## src/rtl/cnn_pkg.sv

```systemverilog
// Shared definitions for the CNN front-end frame sequencer: sequencer FSM
// states, pixel width and the fixed lengths of the CLEAR and DRAIN phases.
package cnn_pkg;

  localparam int PIX_W        = 8;
  localparam int CLEAR_CYCLES = 2;
  localparam int DRAIN_CYCLES = 2;

  typedef enum logic [2:0] {
    ST_IDLE   = 3'd0,
    ST_CLEAR  = 3'd1,
    ST_STREAM = 3'd2,
    ST_DRAIN  = 3'd3,
    ST_DONE   = 3'd4
  } seq_state_e;

  // Number of complete 3x3 windows that fit inside a w x h frame.
  function automatic logic [15:0] expected_windows(input int w, input int h);
    return 16'((w - 2) * (h - 2));
  endfunction

endpackage

```

## src/rtl/seq_addr_gen.sv

```systemverilog
// Raster address counter for the pixel RAM. Counts 0..COUNT-1 on enable,
// wraps back to 0 after the last address, and can be cleared explicitly.
// last flags that the current address is the final pixel of the frame.
module seq_addr_gen #(
  parameter int ADDR_W = 10,
  parameter int COUNT  = 784
) (
  input  logic              clk,
  input  logic              rst,
  input  logic              clr,
  input  logic              en,
  output logic [ADDR_W-1:0] addr,
  output logic              last
);

  localparam logic [ADDR_W-1:0] LAST_ADDR = ADDR_W'(COUNT - 1);

  logic [ADDR_W-1:0] addr_q;
  logic [ADDR_W-1:0] addr_d;

  // Next address: clear wins, otherwise advance (with wrap) on each issued read.
  always_comb begin
    addr_d = addr_q;
    if (clr) begin
      addr_d = '0;
    end else if (en) begin
      if (addr_q == LAST_ADDR) begin
        addr_d = '0;
      end else begin
        addr_d = addr_q + ADDR_W'(1);
      end
    end
  end

  // Address register.
  always_ff @(posedge clk or posedge rst) begin
    if (rst) begin
      addr_q <= '0;
    end else begin
      addr_q <= addr_d;
    end
  end

  assign addr = addr_q;
  assign last = (addr_q == LAST_ADDR);

endmodule

```

## src/rtl/conv_frame_sequencer.sv

```systemverilog
// Frame-level controller for the 3x3 sliding-window generator.
// IDLE -> CLEAR (generator held in reset) -> STREAM (raster reads from the
// pixel RAM, suspended by stall) -> DRAIN (flush pixel register and generator
// latency) -> DONE (one-cycle done pulse) -> IDLE.
// Optional feature macro: CONV_SEQ_WIN_CHECK_EN enables the window counter and
// the end-of-frame count comparison; without it win_count and count_err are 0.
module conv_frame_sequencer
  import cnn_pkg::*;
#(
  parameter int IMG_WIDTH  = 28,
  parameter int IMG_HEIGHT = 28,
  parameter int ADDR_W     = 10
) (
  input  logic              clk,
  input  logic              rst,
  input  logic              start,
  input  logic              stall,
  output logic              busy,
  output logic              done,
  output logic              mem_rd_en,
  output logic [ADDR_W-1:0] mem_addr,
  input  logic [PIX_W-1:0]  mem_rd_data,
  output logic              win_rst_n,
  output logic              pixel_valid,
  output logic [PIX_W-1:0]  pixel_in,
  input  logic              win_valid,
  output logic [15:0]       win_count,
  output logic              count_err
);

  localparam int N_PIX = IMG_WIDTH * IMG_HEIGHT;

  seq_state_e        state_q;
  seq_state_e        state_d;
  logic [1:0]        cyc_q;
  logic [1:0]        cyc_d;
  logic              start_accept;
  logic              addr_last;
  logic              pixel_valid_q;
  logic              pixel_valid_d;
  logic [PIX_W-1:0]  pixel_in_q;
  logic [PIX_W-1:0]  pixel_in_d;

  // Next-state logic and the read strobe; CLEAR and DRAIN are timed by cyc_q.
  always_comb begin
    state_d      = state_q;
    cyc_d        = cyc_q;
    mem_rd_en    = 1'b0;
    start_accept = 1'b0;
    unique case (state_q)
      ST_IDLE: begin
        if (start) begin
          start_accept = 1'b1;
          state_d      = ST_CLEAR;
          cyc_d        = 2'd0;
        end
      end
      ST_CLEAR: begin
        if (cyc_q == 2'(CLEAR_CYCLES - 1)) begin
          state_d = ST_STREAM;
          cyc_d   = 2'd0;
        end else begin
          cyc_d = cyc_q + 2'd1;
        end
      end
      ST_STREAM: begin
        mem_rd_en = ~stall;
        if (~stall && addr_last) begin
          state_d = ST_DRAIN;
          cyc_d   = 2'd0;
        end
      end
      ST_DRAIN: begin
        if (cyc_q == 2'(DRAIN_CYCLES - 1)) begin
          state_d = ST_DONE;
          cyc_d   = 2'd0;
        end else begin
          cyc_d = cyc_q + 2'd1;
        end
      end
      ST_DONE: begin
        state_d = ST_IDLE;
      end
      default: begin
        state_d = ST_IDLE;
        cyc_d   = 2'd0;
      end
    endcase
  end

  // FSM state and phase counter registers.
  always_ff @(posedge clk or posedge rst) begin
    if (rst) begin
      state_q <= ST_IDLE;
      cyc_q   <= 2'd0;
    end else begin
      state_q <= state_d;
      cyc_q   <= cyc_d;
    end
  end

  // Raster address; cleared on start so an abandoned frame never leaks in.
  seq_addr_gen #(
    .ADDR_W (ADDR_W),
    .COUNT  (N_PIX)
  ) u_addr_gen (
    .clk  (clk),
    .rst  (rst),
    .clr  (start_accept),
    .en   (mem_rd_en),
    .addr (mem_addr),
    .last (addr_last)
  );

  // Pixel path: strobe follows the read by one cycle, data is captured
  // while the strobe is high and held otherwise.
  always_comb begin
    pixel_valid_d = mem_rd_en;
    pixel_in_d    = pixel_in_q;
    if (pixel_valid_q) begin
      pixel_in_d = mem_rd_data;
    end
  end

  // Pixel path registers.
  always_ff @(posedge clk or posedge rst) begin
    if (rst) begin
      pixel_valid_q <= 1'b0;
      pixel_in_q    <= '0;
    end else begin
      pixel_valid_q <= pixel_valid_d;
      pixel_in_q    <= pixel_in_d;
    end
  end

  assign pixel_valid = pixel_valid_q;
  assign pixel_in    = pixel_in_q;
  assign busy        = (state_q != ST_IDLE);
  assign done        = (state_q == ST_DONE);
  // Generator is held in reset both by the system reset and during CLEAR.
  assign win_rst_n   = ~(rst | (state_q == ST_CLEAR));

`ifdef CONV_SEQ_WIN_CHECK_EN
  localparam logic [15:0] EXP_WINDOWS = expected_windows(IMG_WIDTH, IMG_HEIGHT);

  logic [15:0] win_count_q;
  logic [15:0] win_count_d;
  logic        count_err_q;
  logic        count_err_d;
  logic        count_phase;

  assign count_phase = (state_q == ST_STREAM) || (state_q == ST_DRAIN);

  // Saturating window counter; the verdict is latched as DONE is left.
  always_comb begin
    win_count_d = win_count_q;
    count_err_d = count_err_q;
    if (start_accept) begin
      win_count_d = 16'd0;
      count_err_d = 1'b0;
    end else begin
      if (win_valid && count_phase && (win_count_q != 16'hFFFF)) begin
        win_count_d = win_count_q + 16'd1;
      end
      if (state_q == ST_DONE) begin
        count_err_d = (win_count_q != EXP_WINDOWS);
      end
    end
  end

  // Window counter and error flag registers.
  always_ff @(posedge clk or posedge rst) begin
    if (rst) begin
      win_count_q <= 16'd0;
      count_err_q <= 1'b0;
    end else begin
      win_count_q <= win_count_d;
      count_err_q <= count_err_d;
    end
  end

  assign win_count = win_count_q;
  assign count_err = count_err_q;
`else
  logic unused_win_valid;

  assign unused_win_valid = win_valid;
  assign win_count        = 16'd0;
  assign count_err        = 1'b0;
`endif

endmodule

```

## config.mk

```make
export PLATFORM = sky130hd
export DESIGN_NAME = conv_frame_sequencer
export DESIGN_NICKNAME = d
export VERILOG_FILES = /design/src/rtl/cnn_pkg.sv /design/src/rtl/seq_addr_gen.sv /design/src/rtl/conv_frame_sequencer.sv
export SDC_FILE = /design/constraint.sdc
export NUM_CORES = 1
export LEC_CHECK = 0
export CAP_MARGIN = 20
export CORE_MARGIN = 10
export CORE_UTILIZATION = 30
export DETAILED_ROUTE_END_ITERATION = 6
export GPL_ROUTABILITY_DRIVEN = 0
export PLACE_DENSITY = 0.6
export REMOVE_ABC_BUFFERS = 1
export SLEW_MARGIN = 20
export SYNTH_ARGS = -nofsm -noshare
export SYNTH_HDL_FRONTEND = slang
export SYNTH_SLANG_ARGS = --single-unit
export TNS_END_PERCENT = 5
```

## constraint.sdc

```tcl
create_clock -name clk -period 1.5 [get_ports clk]
set_clock_uncertainty 0.1 [all_clocks]
set_input_delay 0.15 -clock clk [delete_from_list [all_inputs] [get_ports clk]]
set_output_delay 0.15 -clock clk [all_outputs]
set_load 0.005 [all_outputs]
```

[Yosys cells after proc, flatten, opt, wreduce, memory -nomap -nowiden]
Cells that the tools add are included.
Word-level totals
  register bits: 24
  input bits: 13
  output and inout port bits: 40
  logic and storage cells: 43
Operators by class
  add/sub/neg operators: 2
  equality and inequality tests: 10
  muxes and demuxes: 15
  bitwise gates (word level): 4
  reduce and logical (&&, ||, !) cells: 7
Operator list (count)
  10-bit 2-to-1 mux: 3
  3-bit 2-to-1 mux: 4
  3-bit case mux with 4 select lines: 1
  10-bit by 1-bit adder with 10-bit output, second input constant: 1
  10-bit equality test, second input constant: 1
  2-bit != test, second input constant: 4
  2-bit case mux with 4 select lines: 1
  3-bit by 2-bit equality test with 1-bit output, second input constant: 2
  2-bit 2-to-1 mux: 3
  4-bit AND reduction: 1
  3-bit by 1-bit equality test with 1-bit output, second input constant: 1
  3-bit equality test, second input constant: 1
  3-bit zero test: 1
  1-bit 2-to-1 mux: 3
  1-bit NOT: 3
  3-bit AND reduction: 1
  3-bit nonzero test: 1
  2-bit by 1-bit adder with 2-bit output, second input constant: 1
  2-bit by 1-bit equality test with 1-bit output, second input constant: 1
  2-bit nonzero test: 1
  2-bit OR reduction: 1
  1-bit logical AND: 1
  1-bit OR: 1

[Depth between registers and ports, before layout]
Gate-level depths: netlist of the first run.
  depth in word-level cells: 4
  gate-level depth with buffers: 6
  gate-level depth less buffers: 5

[By module]
A second synthesis of the first run with hierarchy kept.
Unflattened totals
  cell total of the unflattened synthesis: 126
  area, all modules: 1356.3 um^2
Modules (own cells, without submodules)
  conv_frame_sequencer: times used 1, cells an instance 66, area an instance 754.5 um^2, seq. area each 350.3 um^2
  seq_addr_gen: times used 1, cells an instance 60, area an instance 601.8 um^2, seq. area each 250.2 um^2

[Least setup slack after synthesis of the first run]
OpenSTA, ideal clock, no wires.
  path kind: flip-flop to flip-flop
  start point: register state_q[1]
  end point: register u_addr_gen.addr_q[7], in the netlist u_addr_gen.addr[7]
  library setup time: 77 ps
  arrival: 1400 ps
  required time: 1323 ps
  slack: -77 ps
  stages on the path, launching flop included: 7
  buffers on the path: 2
  period minus slack after synthesis: 1577 ps
  path through: dfrtp_1 > buf_6 > nor2b_4 > buf_6 > o21ai_4 > or4_1 > a21oi_1
On the way
  longest elaborated chain between the ends: 3
  elaborated cells on any way between the ends: 6
  classes of those cells: 1 x eq/ne; 3 x mux; 2 x reduce/logical
RTL lines
  start: declaration: line conv_frame_sequencer.sv:33  | seq_state_e state_q;
  start signal: assignment: line conv_frame_sequencer.sv:97  | state_q <= state_d;
  3-bit by 2-bit equality test with 1-bit output / 3-bit zero test (equally long branches): line conv_frame_sequencer.sv:50  | unique case (state_q)
  1-bit 2-to-1 mux: line conv_frame_sequencer.sv:50
  2-bit nonzero test (no line) / 10-bit 2-to-1 mux (equally long branches)
  end signal: assignment: line seq_addr_gen.sv:40  | addr_q <= addr_d;
  end: declaration: line seq_addr_gen.sv:18  | logic [ADDR_W-1:0] addr_q;
Parallel ways exist; a longest one is shown, timed or not.
A chain may end at the register's enable or synchronous reset.

[Worst setup path in the final report of the first run]
  start point: register state_q[1]
  end point: register u_addr_gen.addr_q[5], in the netlist u_addr_gen.addr[5]
The elaborated chain is that of the path after synthesis.

==> summary.txt, run 1 <==
Status
  – Status: complete, but fails checks
  – Failing checks: setup timing

Power and ir drop
  – Seq pwr share: 0.303
  – Switching Share: 0.322
  – Int Pwr: 2.23 mW
  – Static leakage: 0.999 nW
  – Tot Pwr: 3.30 mW
  – Combinational Power Share: 0.523
  – Switching Power: 1.06 mW
  – Peak supply drop: 0.536 mV
  – P per Cell Area: around 1600 nW/um^2
  – Clock power frac: 0.174

Cells and area
  – Final core occ: 0.484
  – Seq. cell area: 603 um^2
  – Diodes inserted: 0
  – Layout fillers: 406
  – Area occupied by multi-input gates: ~730 um^2
  – Post-Layout Cell Count: 252
  – Layout Nets: 215
  – Layout cell share with drive strength beyond 1: 0.395
  – Layout area overhead: 57.1%

Setup path
  – Setup CP Type: reg -> reg
  – Critical R2R Capture: u_addr_gen.addr[5]$_DFFE_PP0P_
  – Worst EP required: 1.60 ns
  – CP max FO: 6
  – Setup crit start kind: register
  – Worst Setup SP: state_q[1]$_DFFE_PP0P_
  – R2R depth: 5
  – Worst reg2reg setup slack: -0.20 ns
  – CP arrival: 1.80 ns
  – CP Capture Type: register
  – Worst reg2reg startpoint: state_q[1]$_DFFE_PP0P_
  – Worst Setup EP: u_addr_gen.addr[5]$_DFFE_PP0P_

STA
  – RSZ-0062 raised after global routing: true
  – Final Critical Period: 1.70 ns
  – Fmax: 589 MHz
  – Worst Slack Setup Final: -0.197 ns
  – Slew Viols, Final: 0
  – Ratio of final minimum period to clock period: 1.13
  – Final setup vio count: 13
  – Fin. Hold Viols: 0

Floorplan
  – Die Ht: 86.8 um
  – Die width: 86.8 um
  – Starting density of the core: 0.308
  – Num rows: 24
  – Die ar.: around 7500 um^2
  – Core area: 4350 um^2
  – I/O pins: 53

GRT
  – GRT overflow: 0
  – Initial antenna violation count: 0
  – Number of global-route vias before repair: 1245
  – Largest net degree at the start of global routing: 25
  – Global-route usage over all layers: 0.101
  – First-pass GRT wire length: 6.18 mm

Synthesis
  – Asr flop ratio synth: 1.00
  – Unique masters post-synth: 42
  – Synth Warn #: 0
  – Mux share of post-synthesis cell area: 0.0672
  – Avg Cell Area, Syn: 10.6 um^2
  – Simple-gate share of the synthesized area: 0.201
  – Synth top area cells: dfrtp_1 45%, buf_4 9.5%, mux2_2 6.7%
  – Synthesized area: between 1000 and 1500 um^2
  – Post-synthesis instance total: 127
  – Post-synthesis xor/xnor area fraction: 0.0327
  – Post-synth top cells: 24 x dfrtp_1, 17 x buf_4, 11 x nor2_1
  – Post-synthesis sequential area ratio: 0.448
  – Main combinational cell family by area after synthesis: simple AND/OR/NAND/NOR gates
  – Compound-cell area share of the yosys netlist: 0.121
  – EDFF count, synth: 0
  – Yosys reg bits: 24
  – Yosys top cell by area: dfrtp_1
  – Adder-Cell Fraction of Synth Area: 0.00934
  – Top-count cell post-synth: dfrtp_1
  – Ys flop type: dfrtp_1
  – Post-synth top area share: 0.448

Detailed routing
  – ANT nets after route: 0
  – DRT Pass-1 Iters: 4
  – DRT iter0 DRCs: 33
  – Post-route DRC: 0
  – Detailed Route WL: about 4 mm
  – Post-DR wirelength/cell: roughly 16 um
  – Via count: 1183
  – Vias per std cell: 4.69

CTS
  – Clock tree buffer depth: 2
  – Clock Pin Slew Worst Setup and Hold Paths: about 0.090 ns
  – CTS Hold Buffers Added: 0
  – Worst-Skew Late Latency: around 0.27 ns
  – CTS Root Cell: clkbuf_8
  – H-tree Lvls: 1
  – Clock sinks: 24
  – CTS buffer count: 3
  – CTS tree: yes

Placement
  – Port-buffer cells: 34
  – Placed insts: 240
  – DPL Wire Length: 2.91 mm
  – DP Worst Slack: -0.307 ns

Flow run
  – Max Cap Violations: 0

Worst hold path
  – HP Class: in -> async
state kept, by name (all words and copies together), names as in the netlist:
signal,count
state_q,3
pixel_in,8
pixel_valid,1
u_addr_gen.addr,10
cyc_q,2
power by group through the flow:
stage | sequential, mW | combinational (mW) | clock [mW]
floorplan | 1.06 | 0.537 | 0
global placement | 1.01 | 1.46 | 0
detailed placement | 1.03 | 1.49 | 0
CTS | 1.02 | 1.64 | 0.577
global route | 1.03 | 1.89 | 0.614
finish | 1.00 | 1.72 | 0.573
layer usage:
metal / track usage / vias up / routed length, um
met5: 0 / - / 0
met4: 0.0398 / 0 / 71
met3: 0.0178 / 6 / 248
met2: 0.175 / 38 / 2020
met1: 0.119 / 576 / 1660
li1: - / 563 / -
final cells by class:
| cell class | instances | share of cell area |
|---|---|---|
| Tap cell | 52 | 0.0309 |
| Clock inverter | 1 | 0.0143 |
| Clock buffer | 3 | 0.0196 |
| Inverter | 1 | 0.00178 |
| Sequential cell | 24 | 0.286 |
| Timing Repair Buffer | 73 | 0.299 |
| Multi-Input combinational cell | 98 | 0.348 |
critical path: stages, from the launching register on:
cell and delay (ns):
dfrtp_2 0.46, buf_12 0.15, nor2b_4 0.14, o21ai_4 0.10, or4_4 0.54, a21oi_2 0.14
cells by family (layout without fill, tap and decap cells):
| group | Yosys count | after routing |
|---|---|---|
| adder cells (fa/ha/maj) | 1 | 1 |
| multiplexers | 8 | 8 |
| XOR/XNOR | 5 | 5 |
| AO/OA/AOI/OAI | 22 | 22 |
| AND/OR/NAND/NOR | 45 | 45 |
| other | 1 | 17 |
| flip-flops | 24 | 24 |
| buffers and inverters | 21 | 78 |
per-stage QoR:
stage | instance area [um^2] | hold slack [ns] | setup TNS [ns]
CTS | 2060 | 0.166 | -1.51
global placement | 1900 | 0.385 | -2.13
finish | 2110 | 0.152 | -1.01
detailed placement | 1900 | 0.401 | -2.52
floorplan | 1250 | 0.0646 | -0.288
global route | 2110 | 0.177 | -2.04
cells in the final DEF, fill, tap and decap left out, types with 2 or more instances in the layout:
master / instances
buf_4: 36
dfrtp_1: 22
clkdlybuf4s50_1: 20
conb_1: 17
nor2_1: 10
mux2_2: 8
dlygate4sd2_1: 7
nand2_1: 6
xor2_1: 4
buf_2: 4
nand2b_1: 3
o211ai_1: 3
nand3_1: 3
a21oi_2: 3
clkbuf_8: 3
buf_6: 3
nor2b_1: 2
nor3_1: 2
nor2_4: 2
o21ai_1: 2
o31ai_1: 2
or4_4: 2
o21ai_0: 2
o31a_1: 2
dlymetal6s2s_1: 2
dfrtp_2: 2
worst min path at each step:
| stage | to | slack (ns) |
|---|---|---|
| after CTS | u_addr_gen.addr[4]$_DFFE_PP0P_ | 0.17 |
| after floorplan | cyc_q[0]$_DFFE_PP0P_ | 0.06 |
| after global placement | cyc_q[1]$_DFFE_PP0P_ | 0.38 |
| final | u_addr_gen.addr[4]$_DFFE_PP0P_ | 0.15 |
| after detailed placement | pixel_in[7]$_DFFE_PP0P_ | 0.40 |
| after global routing | cyc_q[0]$_DFFE_PP0P_ | 0.18 |
what timing repair did:
| action | 4_1_cts | 5_1_grt |
|---|---|---|
| setup buffers | 6 | 4 |
| gates resized for setup | 34 | 19 |
| pin swaps | 9 | 11 |
| endpoints found under the setup margin | 25 | 19 |
Note: power is estimated with default switching activity, not from simulation.
==> run 2: changes to the inputs <==
- CORE_MARGIN: 10 -> 2
- PLACE_DENSITY: 0.6 -> unset
- PLACE_DENSITY_LB_ADDON: unset -> 0.12
==> summary.txt, run 2 (synthesized netlist as in run 1, its figures left out) <==
CTS
  – CTS buffer count: 3 (unchanged)
  – Clock tree buffer depth: 2 (unchanged)
  – CTS Root Cell: clkbuf_8
  – H-tree Lvls: 1 (unchanged)
  – Clock sinks: 24 (unchanged)
  – Worst-Skew Late Latency: 0.27 ns (about the same)
  – CTS tree: yes
  – Clock Pin Slew Worst Setup and Hold Paths: 0.09 ns (about the same)

Detailed routing
  – Via count: 1141 (-3.6%)
  – Vias per std cell: 4.56 (-2.8%)
  – Post-route DRC: 0 (unchanged)
  – DRT iter0 DRCs: 55 (+67%)
  – Post-DR wirelength/cell: 12.6 um (-21%)
  – DRT Pass-1 Iters: 4 (unchanged)
  – Detailed Route WL: 3.14 mm (-21%)
  – ANT nets after route: 0 (unchanged)

Placement
  – Port-buffer cells: 34 (unchanged)
  – DPL Wire Length: 2.41 mm (-17%)
  – Placed insts: 241 (+0.42%)
  – Placed Area: 1890 um^2 (-0.26%)

GRT
  – First-pass GRT wire length: 5.26 mm (-15%)
  – Global-route usage over all layers: 0.131 (+0.0302)
  – Number of global-route vias before repair: 1158 (-7.0%)
  – Initial antenna violation count: 0 (unchanged)
  – GRT overflow: 0 (unchanged)
  – Largest net degree at the start of global routing: 25 (unchanged)

STA
  – Fmax: 608 MHz (+3.2%)
  – Final Critical Period: 1.64 ns (-0.0521 ns)
  – RSZ-0062 raised after global routing: true
  – Worst Slack Setup Final: -0.145 ns (+0.0521 ns)
  – Slew Viols, Final: 0 (unchanged)
  – Fin. Hold Viols: 0 (unchanged)
  – Final setup vio count: 14 (+1)
  – Post-Route Setup TNS: -1.32 ns (-0.308 ns)
  – Ratio of final minimum period to clock period: 1.10 (-0.0348)

Status
  – Failing checks: setup timing
  – Status: complete, but fails checks

Cells and area
  – Final instance area: 2080 um^2 (-1.2%)
  – Layout Nets: 213 (-0.93%)
  – Layout area overhead: 55.3%
  – Number of flip-flops in the largest register: 10 (unchanged)
  – Commonest cells after routing, fill and taps aside: 32 x buf_4, 23 x dfrtp_1, 21 x clkdlybuf4s50_1
  – Commonest non-fill, non-tap cell in the layout: buf_4
  – Layout cell share with drive strength beyond 1: 0.369 (-0.0263)
  – Post-Layout Cell Count: 250 (-0.79%)
  – Diodes inserted: 0 (unchanged)

Floorplan
  – Die width: 70.8 um (-18%)
  – Core area: 4320 um^2 (-0.69%)
  – Starting density of the core: 0.310 (+0.00214)
  – I/O pins: 53 (unchanged)
  – Num rows: 24 (unchanged)
  – Die ar.: 5020 um^2 (-33%)
  – Die Ht: 70.8 um (-18%)

Setup path
  – Worst path slowest cell: or4_4
  – Setup crit start kind: register
  – CP Capture Type: register
  – Worst reg2reg setup slack: -0.14 ns (+0.05 ns)
  – CP max stage delay: 0.51 ns (-0.03 ns)
  – Setup CP Type: reg -> reg
  – R2R depth: 6 (+1)
  – CP arrival: 1.75 ns (-0.05 ns)
  – Critical R2R Capture: u_addr_gen.addr[7]$_DFFE_PP0P_
  – Worst Setup EP: u_addr_gen.addr[7]$_DFFE_PP0P_
  – CP max FO: 6 (unchanged)
  – Worst EP required: 1.60 ns (about the same)
  – Worst Setup SP: state_q[2]$_DFFE_PP0P_
  – Worst reg2reg startpoint: state_q[2]$_DFFE_PP0P_
  – CP Cell Sequence: buf_6, buf_6, nor2_4, o21ai_4, or4_4, a21oi_2
  – Crit path top cell by count: buf_6

Power and ir drop
  – Tot Pwr: 3.13 mW (-5.0%)
  – Peak supply drop: 0.901 mV (+68%)
  – P per Cell Area: 1510 nW/um^2 (-3.8%)
  – Static leakage: 1.01 nW (+0.86%)

Flow run
  – Max Cap Violations: 0 (unchanged)

Worst hold path
  – HP Class: in -> async
run 2: cell types whose count changed in the layout (fill, tap and decap cells not counted), moves of 2 or more:
cell           change
buf_4              -4
buf_2              -3
buf_6              +3
dlygate4sd2_1      -2
nor2_2             +2
nor3b_2            +2
run 2: worst min-delay path by stage:
| stage | startpoint | to | slack, ns | depth (start not counted) |
|---|---|---|---|---|
| after floorplan | rst | cyc_q[0]$_DFFE_PP0P_ | 0.06 | 1 |
| after global placement | cyc_q[1]$_DFFE_PP0P_ | cyc_q[1]$_DFFE_PP0P_ | 0.39 | 1 |
| after detailed placement | cyc_q[1]$_DFFE_PP0P_ | cyc_q[1]$_DFFE_PP0P_ | 0.39 | 1 |
| after CTS | rst | state_q[2]$_DFFE_PP0P_ | 0.17 | 3 |
| after global routing | rst | state_q[2]$_DFFE_PP0P_ | 0.21 | 3 |
| final | rst | state_q[2]$_DFFE_PP0P_ | 0.15 | 3 |
run 2: timing repair:
action,in CTS,in global routing
endpoints found under the setup margin,22,21
pin swaps,5,3
hold buffers,0,0
resized for setup,28,18
setup buffers,5,0
run 2: worst max-delay path, delay by kind of cell, from the launching register on:
kind	cells	cell delay, ns
and+or+nand+nor	2	0.62
DFF	1	0.41
buffers and inverters	2	0.24
AOI/OAI and AO/OA	2	0.22
run 2: area by class of cell:
| class | instances | area (um^2) |
|---|---|---|
| Sequential cell | 24 | 602 |
| Fill cell | 423 | 2240 |
| Inverter | 1 | 3.75 |
| Multi-Input combinational cell | 98 | 708 |
| Timing Repair Buffer | 71 | 631 |
| Tap cell | 52 | 65.1 |
| Clock buffer | 3 | 41.3 |
| Clock inverter | 1 | 30.0 |
run 2: metrics by stage:
step           hold slack (ns)  utilization  worst slack, ns
6_report                 0.150        0.481           -0.145
5_1_grt                  0.209        0.481           -0.218
4_1_cts                  0.167        0.470           -0.174
3_5_place_dp             0.394        0.438           -0.257
3_3_place_gp             0.385        0.438           -0.235
2_1_floorplan           0.0646            -          -0.0787
run 2: routing by layer:
metal  track usage  wire length (um)
met5             0                 0
met4        0.0189                 8
met3        0.0399               181
met2         0.231              1610
met1         0.163              1350
run 2: power breakdown:
| group | switching, mW | internal [mW] |
|---|---|---|
| logic | 0.645 | 0.943 |
| registers | 0.127 | 0.852 |
| clock network | 0.208 | 0.357 |
